===== src/rtl/cond_issue_ctrl.sv =====
// Issue-stage controller: evaluates instruction condition codes against the CPSR flags,
// tracks in-flight flag writers, and feeds execute through a one-entry valid/ready slot.
module cond_issue_ctrl #(
    parameter int MAX_PEND = 3,
    parameter int PEND_W   = 2
) (
    input  logic              clk,
    input  logic              reset,
    input  logic              in_valid,
    input  logic [31:0]       in_ir,
    output logic              in_ready,
    output logic              ex_valid,
    output logic [31:0]       ex_ir,
    output logic              ex_exec,
    output logic              ex_setf,
    output logic              ex_undef,
    input  logic              ex_ready,
    input  logic              flush,
    input  logic              fl_we,
    input  logic [3:0]        fl_in,
    output logic [3:0]        flags,
    output logic [PEND_W-1:0] pend
);

    typedef enum logic [3:0] {
        COND_EQ, COND_NE, COND_CS, COND_CC, COND_MI, COND_PL, COND_VS, COND_VC,
        COND_HI, COND_LS, COND_GE, COND_LT, COND_GT, COND_LE, COND_AL, COND_NV
    } cond_e;

    typedef enum logic {SLOT_EMPTY, SLOT_FULL} slot_e;

    // Flag layout is {C,N,V,Z}.
    function automatic logic cond_pass(input cond_e cond, input logic [3:0] f);
        logic c, n, v, z;
        {c, n, v, z} = f;
        case (cond)
            COND_EQ: cond_pass = z;
            COND_NE: cond_pass = !z;
            COND_CS: cond_pass = c;
            COND_CC: cond_pass = !c;
            COND_MI: cond_pass = n;
            COND_PL: cond_pass = !n;
            COND_VS: cond_pass = v;
            COND_VC: cond_pass = !v;
            COND_HI: cond_pass = c & !z;
            COND_LS: cond_pass = !c | z;
            COND_GE: cond_pass = (n == v);
            COND_LT: cond_pass = (n != v);
            COND_GT: cond_pass = !z & (n == v);
            COND_LE: cond_pass = z | (n != v);
            COND_AL: cond_pass = 1'b1;
            default: cond_pass = 1'b0;
        endcase
    endfunction

    slot_e             slot_q, slot_d;
    logic [31:0]       ir_q, ir_d;
    logic              exec_q, exec_d;
    logic              setf_q, setf_d;
    logic              undef_q, undef_d;
    logic [3:0]        flags_q, flags_d;
    logic [PEND_W-1:0] pend_q, pend_d;

    logic  slot_full;
    logic  sat_hold;
    logic  take;
    logic  slot_free;
    logic  flag_busy;
    logic  accept;
    logic  inc;
    logic  dec;
    logic  new_exec;
    cond_e in_cond;

    assign slot_full = (slot_q == SLOT_FULL);
    assign in_cond   = cond_e'(in_ir[31:28]);

    // A flag-setting slot may not leave while the counter is full, unless a writeback frees an entry.
    assign sat_hold  = setf_q & (pend_q == PEND_W'(MAX_PEND)) & !fl_we;
    assign take      = slot_full & ex_ready & !sat_hold;
    assign slot_free = !slot_full | take;
    assign flag_busy = (pend_q != '0) | (slot_full & setf_q & !flush);
    assign in_ready  = slot_free & !flush & ((in_cond == COND_AL) | !flag_busy);
    assign accept    = in_valid & in_ready;
    assign inc       = take & setf_q & !flush;
    assign dec       = fl_we & (pend_q != '0);
    assign new_exec  = cond_pass(in_cond, flags_q);

    // NOTE: every _d gets a default first so this block cannot infer a latch.
    always_comb begin
        slot_d  = slot_q;
        ir_d    = ir_q;
        exec_d  = exec_q;
        setf_d  = setf_q;
        undef_d = undef_q;
        flags_d = fl_we ? fl_in : flags_q;
        pend_d  = pend_q;

        if (inc && !dec) begin
            pend_d = pend_q + PEND_W'(1);
        end else if (dec && !inc) begin
            pend_d = pend_q - PEND_W'(1);
        end

        if (flush) begin
            slot_d = SLOT_EMPTY;
        end else if (accept) begin
            slot_d  = SLOT_FULL;
            ir_d    = in_ir;
            exec_d  = new_exec;
            setf_d  = new_exec & (in_ir[27:26] == 2'b00) & in_ir[20];
            undef_d = (in_cond == COND_NV);
        end else if (take) begin
            slot_d = SLOT_EMPTY;
        end
    end

    // NOTE: state updates use non-blocking assignments so every flop samples pre-edge values.
    always_ff @(posedge clk or posedge reset) begin
        if (reset) begin
            slot_q  <= SLOT_EMPTY;
            ir_q    <= '0;
            exec_q  <= 1'b0;
            setf_q  <= 1'b0;
            undef_q <= 1'b0;
            flags_q <= '0;
            pend_q  <= '0;
        end else begin
            slot_q  <= slot_d;
            ir_q    <= ir_d;
            exec_q  <= exec_d;
            setf_q  <= setf_d;
            undef_q <= undef_d;
            flags_q <= flags_d;
            pend_q  <= pend_d;
        end
    end

    assign ex_valid = slot_full;
    assign ex_ir    = ir_q;
    assign ex_exec  = exec_q;
    assign ex_setf  = setf_q;
    assign ex_undef = undef_q;
    assign flags    = flags_q;
    assign pend     = pend_q;

endmodule


===== config.mk =====
export PLATFORM = sky130hd
export DESIGN_NAME = cond_issue_ctrl
export DESIGN_NICKNAME = d
export VERILOG_FILES = /design/src/rtl/cond_issue_ctrl.sv
export SDC_FILE = /design/constraint.sdc
export NUM_CORES = 1
export LEC_CHECK = 0
export CAP_MARGIN = 20
export CORE_MARGIN = 2
export CORE_UTILIZATION = 30
export CTS_CLUSTER_DIAMETER = 40
export DETAILED_ROUTE_END_ITERATION = 16
export GPL_TIMING_DRIVEN = 0
export SLEW_MARGIN = 10
export SYNTH_ARGS = -nofsm -noshare
export SYNTH_HDL_FRONTEND = slang
export SYNTH_SLANG_ARGS = --single-unit

===== constraint.sdc =====
create_clock -name clk -period 1.9 [get_ports clk]
set_input_delay 0.285 -clock clk [delete_from_list [all_inputs] [get_ports clk]]
set_output_delay 0.285 -clock clk [all_outputs]
set_load 0.01 [all_outputs]

==> results.sh <==
export IMPL_gp_congestion=0.7096
export IMPL_wl_per_cell_um=14.31
export IMPL_use_met2=0.2000
export IMPL_timing_rr_end="ex_ir[24]$_DFFE_PP0P_"
export IMPL_max_freq_ghz=0.5548
export IMPL_finalWorstSetupSlack_ns=0.09762
export IMPL_dpl_hpwl_um=3138
export IMPL_yosysSeqAreaShare=0.5657
export IMPL_initial_core_util=0.3120
export IMPL_cts_buffer_depth=2
export IMPL_maxSlewHeadroom=0.8097
export IMPL_final_cell_area_um2=2872
export IMPL_port_buffers=81
export IMPL_drv_cap=0
export IMPL_drt_vias_per_instance=4.590
export IMPL_r2r_start="pend[0]$_DFFE_PP0P_"
export IMPL_p_per_area_nw_per_um2=1369
export IMPL_area_growth_syn_to_layout_pct=54.55
export IMPL_syn_avg_cell_area_um2=13.66
export IMPL_synth_seq_cells=42
export IMPL_outcome="complete, no violations"
export IMPL_fill_cells=570
export IMPL_drt_iter0_markers=43
export IMPL_core_area_um2=5956
export IMPL_cts_tree="yes"
export IMPL_numCtsBuffers=5
export IMPL_insertedDiodeCount=0
export IMPL_yosysTopAreaCellShare=0.5657
export IMPL_dieWidth_um=82.70
export IMPL_netlist_top_cells_area="dfrtp_1 (57%), mux2_2 (20%), mux2_4 (2.4%), buf_6 (1.8%), inv_1 (1.4%)"
export IMPL_use_met3=0.06522
export IMPL_io_pins=85
export IMPL_vias=1377
export IMPL_drtPass1Iterations=3
export IMPL_reg2regPathDepth=5
export IMPL_dp_cells=293
export IMPL_power_frac_comb=0.466
export IMPL_drc_errors=0
export IMPL_ctsRootBufferMaster="clkbuf_8"
export IMPL_die_y_um=82.70
export IMPL_antenna_found_initial=0
export IMPL_whs_endpoint="flags[2]$_DFFE_PP0P_"
export IMPL_top_usage_layer="met2"
export IMPL_clk_pin_slew_worst_paths_ns=0.08
export IMPL_synth_ff_type="dfrtp_1"
export IMPL_cp_max_fo=10
export IMPL_synth_edf_count=0
export IMPL_cts_sink_count=42
export IMPL_syn_num_nets=179
export IMPL_synthCells=136
export IMPL_cp_arrival_ns=1.98
export IMPL_cp_slowest_stage_delay_ns=0.45
export IMPL_final_hold_viol_count=0
export IMPL_stdcell_count=300
export IMPL_yosysWarnings=0
export IMPL_crit_path_end_kind="flop"
export IMPL_reg2reg_slack_ns=0.1
export IMPL_min_delay_path_class="input pin to flop"
export IMPL_worstHoldStart="fl_we"
export IMPL_grt_max_degree=33
export IMPL_setup_viol=0
export IMPL_required_ns=2.08
export IMPL_final_nets=268
export IMPL_grtUsageMet1=0.1773
export IMPL_insertion_delay_ns=0.29
export IMPL_die_area_um2=6839
export IMPL_rsz0062_at_grt="no"
export IMPL_leakagePower_uw=0.001194
export IMPL_tightest_slew_ns=0.2834
export IMPL_setup_tns_ns=0
export IMPL_peakVddDrop_v=0.0006964
export IMPL_dp_slack_ns=-0.4788
export IMPL_startpoint_type="flop"
export IMPL_crit_path_cell_trace="a211o_1, o31ai_2, and4bb_4, buf_4, mux2_2"
export IMPL_swShare=0.3009
export IMPL_hold_depth=2
export IMPL_rows=28
export IMPL_overflow=0
export IMPL_synth_cell_types=33
export IMPL_grt_pass1_vias=1398
export IMPL_htreeDepth=2
export IMPL_fin_crit_ns=1.802
export IMPL_period_share=0.9486
export IMPL_intPower_uw=2749
export IMPL_postRouteWirelength_um=4294
export IMPL_critPathKind="flop to flop"
export IMPL_grt_pass1_wl_um=6955
export IMPL_ant_nets=0
export IMPL_fin_skew_ns=0.005656
export IMPL_drv_slew=0
export IMPL_place_area_um2=2783
export IMPL_synth_area_um2=1858
export IMPL_drive_gt1_frac=0.2622
export IMPL_async_flop_share=1.000
export IMPL_cp_slowest_cell="dfrtp_2"
export IMPL_yosysTopAreaCell="dfrtp_1"
export IMPL_p_sw_uw=1183
export IMPL_clockPowerShare=0.140
export IMPL_grt_use_total=0.1372
export IMPL_pwr_share_seq=0.393
## flip-flops by register name, summed over array words and instances (netlist names)
register and count:
ex_ir 32, flags 4, pend 2, ex_exec 1
ex_setf 1, ex_undef 1, ex_valid 1
## Yosys cell counts (all sizes together), types with 2 or more instances
master	instances
dfrtp	42
mux2	36
buf	7
inv	7
nor2	6
o21ai	3
xnor2	3
a21oi	2
a32oi	2
nand2	2
nand3	2
nor2b	2
nor3b	2
o31ai	2
xor2	2
## stage by stage
| step | hold slack [ns] | total power (uW) | utilization |
|---|---|---|---|
| after floorplan | 0.4060 | 2337 | - |
| after global placement | 0.4892 | 3382 | 0.4639 |
| after detailed placement | 0.4941 | 3394 | 0.4672 |
| after CTS | 0.2087 | 4001 | 0.4832 |
| after global routing | 0.2272 | 4216 | 0.4821 |
| final | 0.2206 | 3932 | 0.4821 |
## final cells by class
cell class | count | area [um2] | share of cell area
Buffer | 6 | 51.30 | 0.01786
Clock buffer | 6 | 72.57 | 0.02527
Clock inverter | 1 | 7.507 | 0.002614
Inverter | 7 | 26.28 | 0.009150
Multi-Input combinational cell | 80 | 737.0 | 0.2566
Sequential cell | 42 | 1052 | 0.3664
Tap cell | 75 | 93.84 | 0.03268
Timing Repair Buffer | 83 | 830.8 | 0.2893
## per-layer routing
metal	vias to the layer above	wire length [um]
li1	658	-
met1	664	1871
met3	6	422
met5	-	0
met4	0	59
met2	49	1941
## worst max path at each step
stage,start,to,slack [ns],cells past startpoint
2_1_floorplan,pend[0]$_DFFE_PP0P_,ex_ir[15]$_DFFE_PP0P_,0.14,6
3_3_place_gp,in_ir[29],in_ready,-0.49,5
3_5_place_dp,in_ir[29],in_ready,-0.48,5
4_1_cts,pend[0]$_DFFE_PP0P_,in_ready,0.01,4
5_1_grt,pend[0]$_DFFE_PP0P_,ex_ir[24]$_DFFE_PP0P_,0.01,5
6_report,pend[0]$_DFFE_PP0P_,ex_ir[24]$_DFFE_PP0P_,0.1,5
## worst max-delay path, delay by kind of cell, from the launching register on
kind | cells | cell delay [ns]
AOI/OAI and AO/OA | 2 | 0.38
buffers and inverters | 1 | 0.20
DFF | 1 | 0.45
muxes | 1 | 0.35
and+or+nand+nor | 1 | 0.31
## power groups by stage
stage / Combinational [uW] / Sequential [uW] / Clock [uW]
floorplan: 592 / 1750 / 0
global placement: 1830 / 1550 / 0
detailed placement: 1830 / 1560 / 0
CTS: 1860 / 1560 / 588
global route: 1980 / 1620 / 616
finish: 1830 / 1550 / 552
## kinds of logic after synthesis
kind of cell / Yosys count / synth area share
XOR/XNOR: 5 / 0.02357
AO/OA/AOI/OAI: 18 / 0.07004
AND/OR/NAND/NOR: 19 / 0.06129
multiplexers: 37 / 0.2296
adder cells (fa/ha/maj): 1 / 0.006733
flip-flops: 42 / 0.5657
buffers and inverters: 14 / 0.04310
## placed cells by master (no fill, tap or decap), types with 2 or more instances in the layout
master / instances
clkdlybuf4s50_1: 78
a32oi_1: 2
xnor2_1: 3
buf_4: 3
clkbuf_8: 5
mux2_2: 33
xor2_1: 2
a21oi_1: 2
nand2_1: 2
nand3_1: 2
inv_2: 2
dlygate4sd2_1: 2
inv_1: 5
o21ai_0: 3
buf_2: 3
mux2_4: 3
dfrtp_1: 41
nor2_1: 6
nor2b_1: 2
## what timing repair did
item	CTS	global route
setup buffers	0	1
pin swaps	1	1
endpoints found under the setup margin	34	4
gates resized for setup	12	2
hold buffers	0	0
Power figures use the tool's default switching activity.
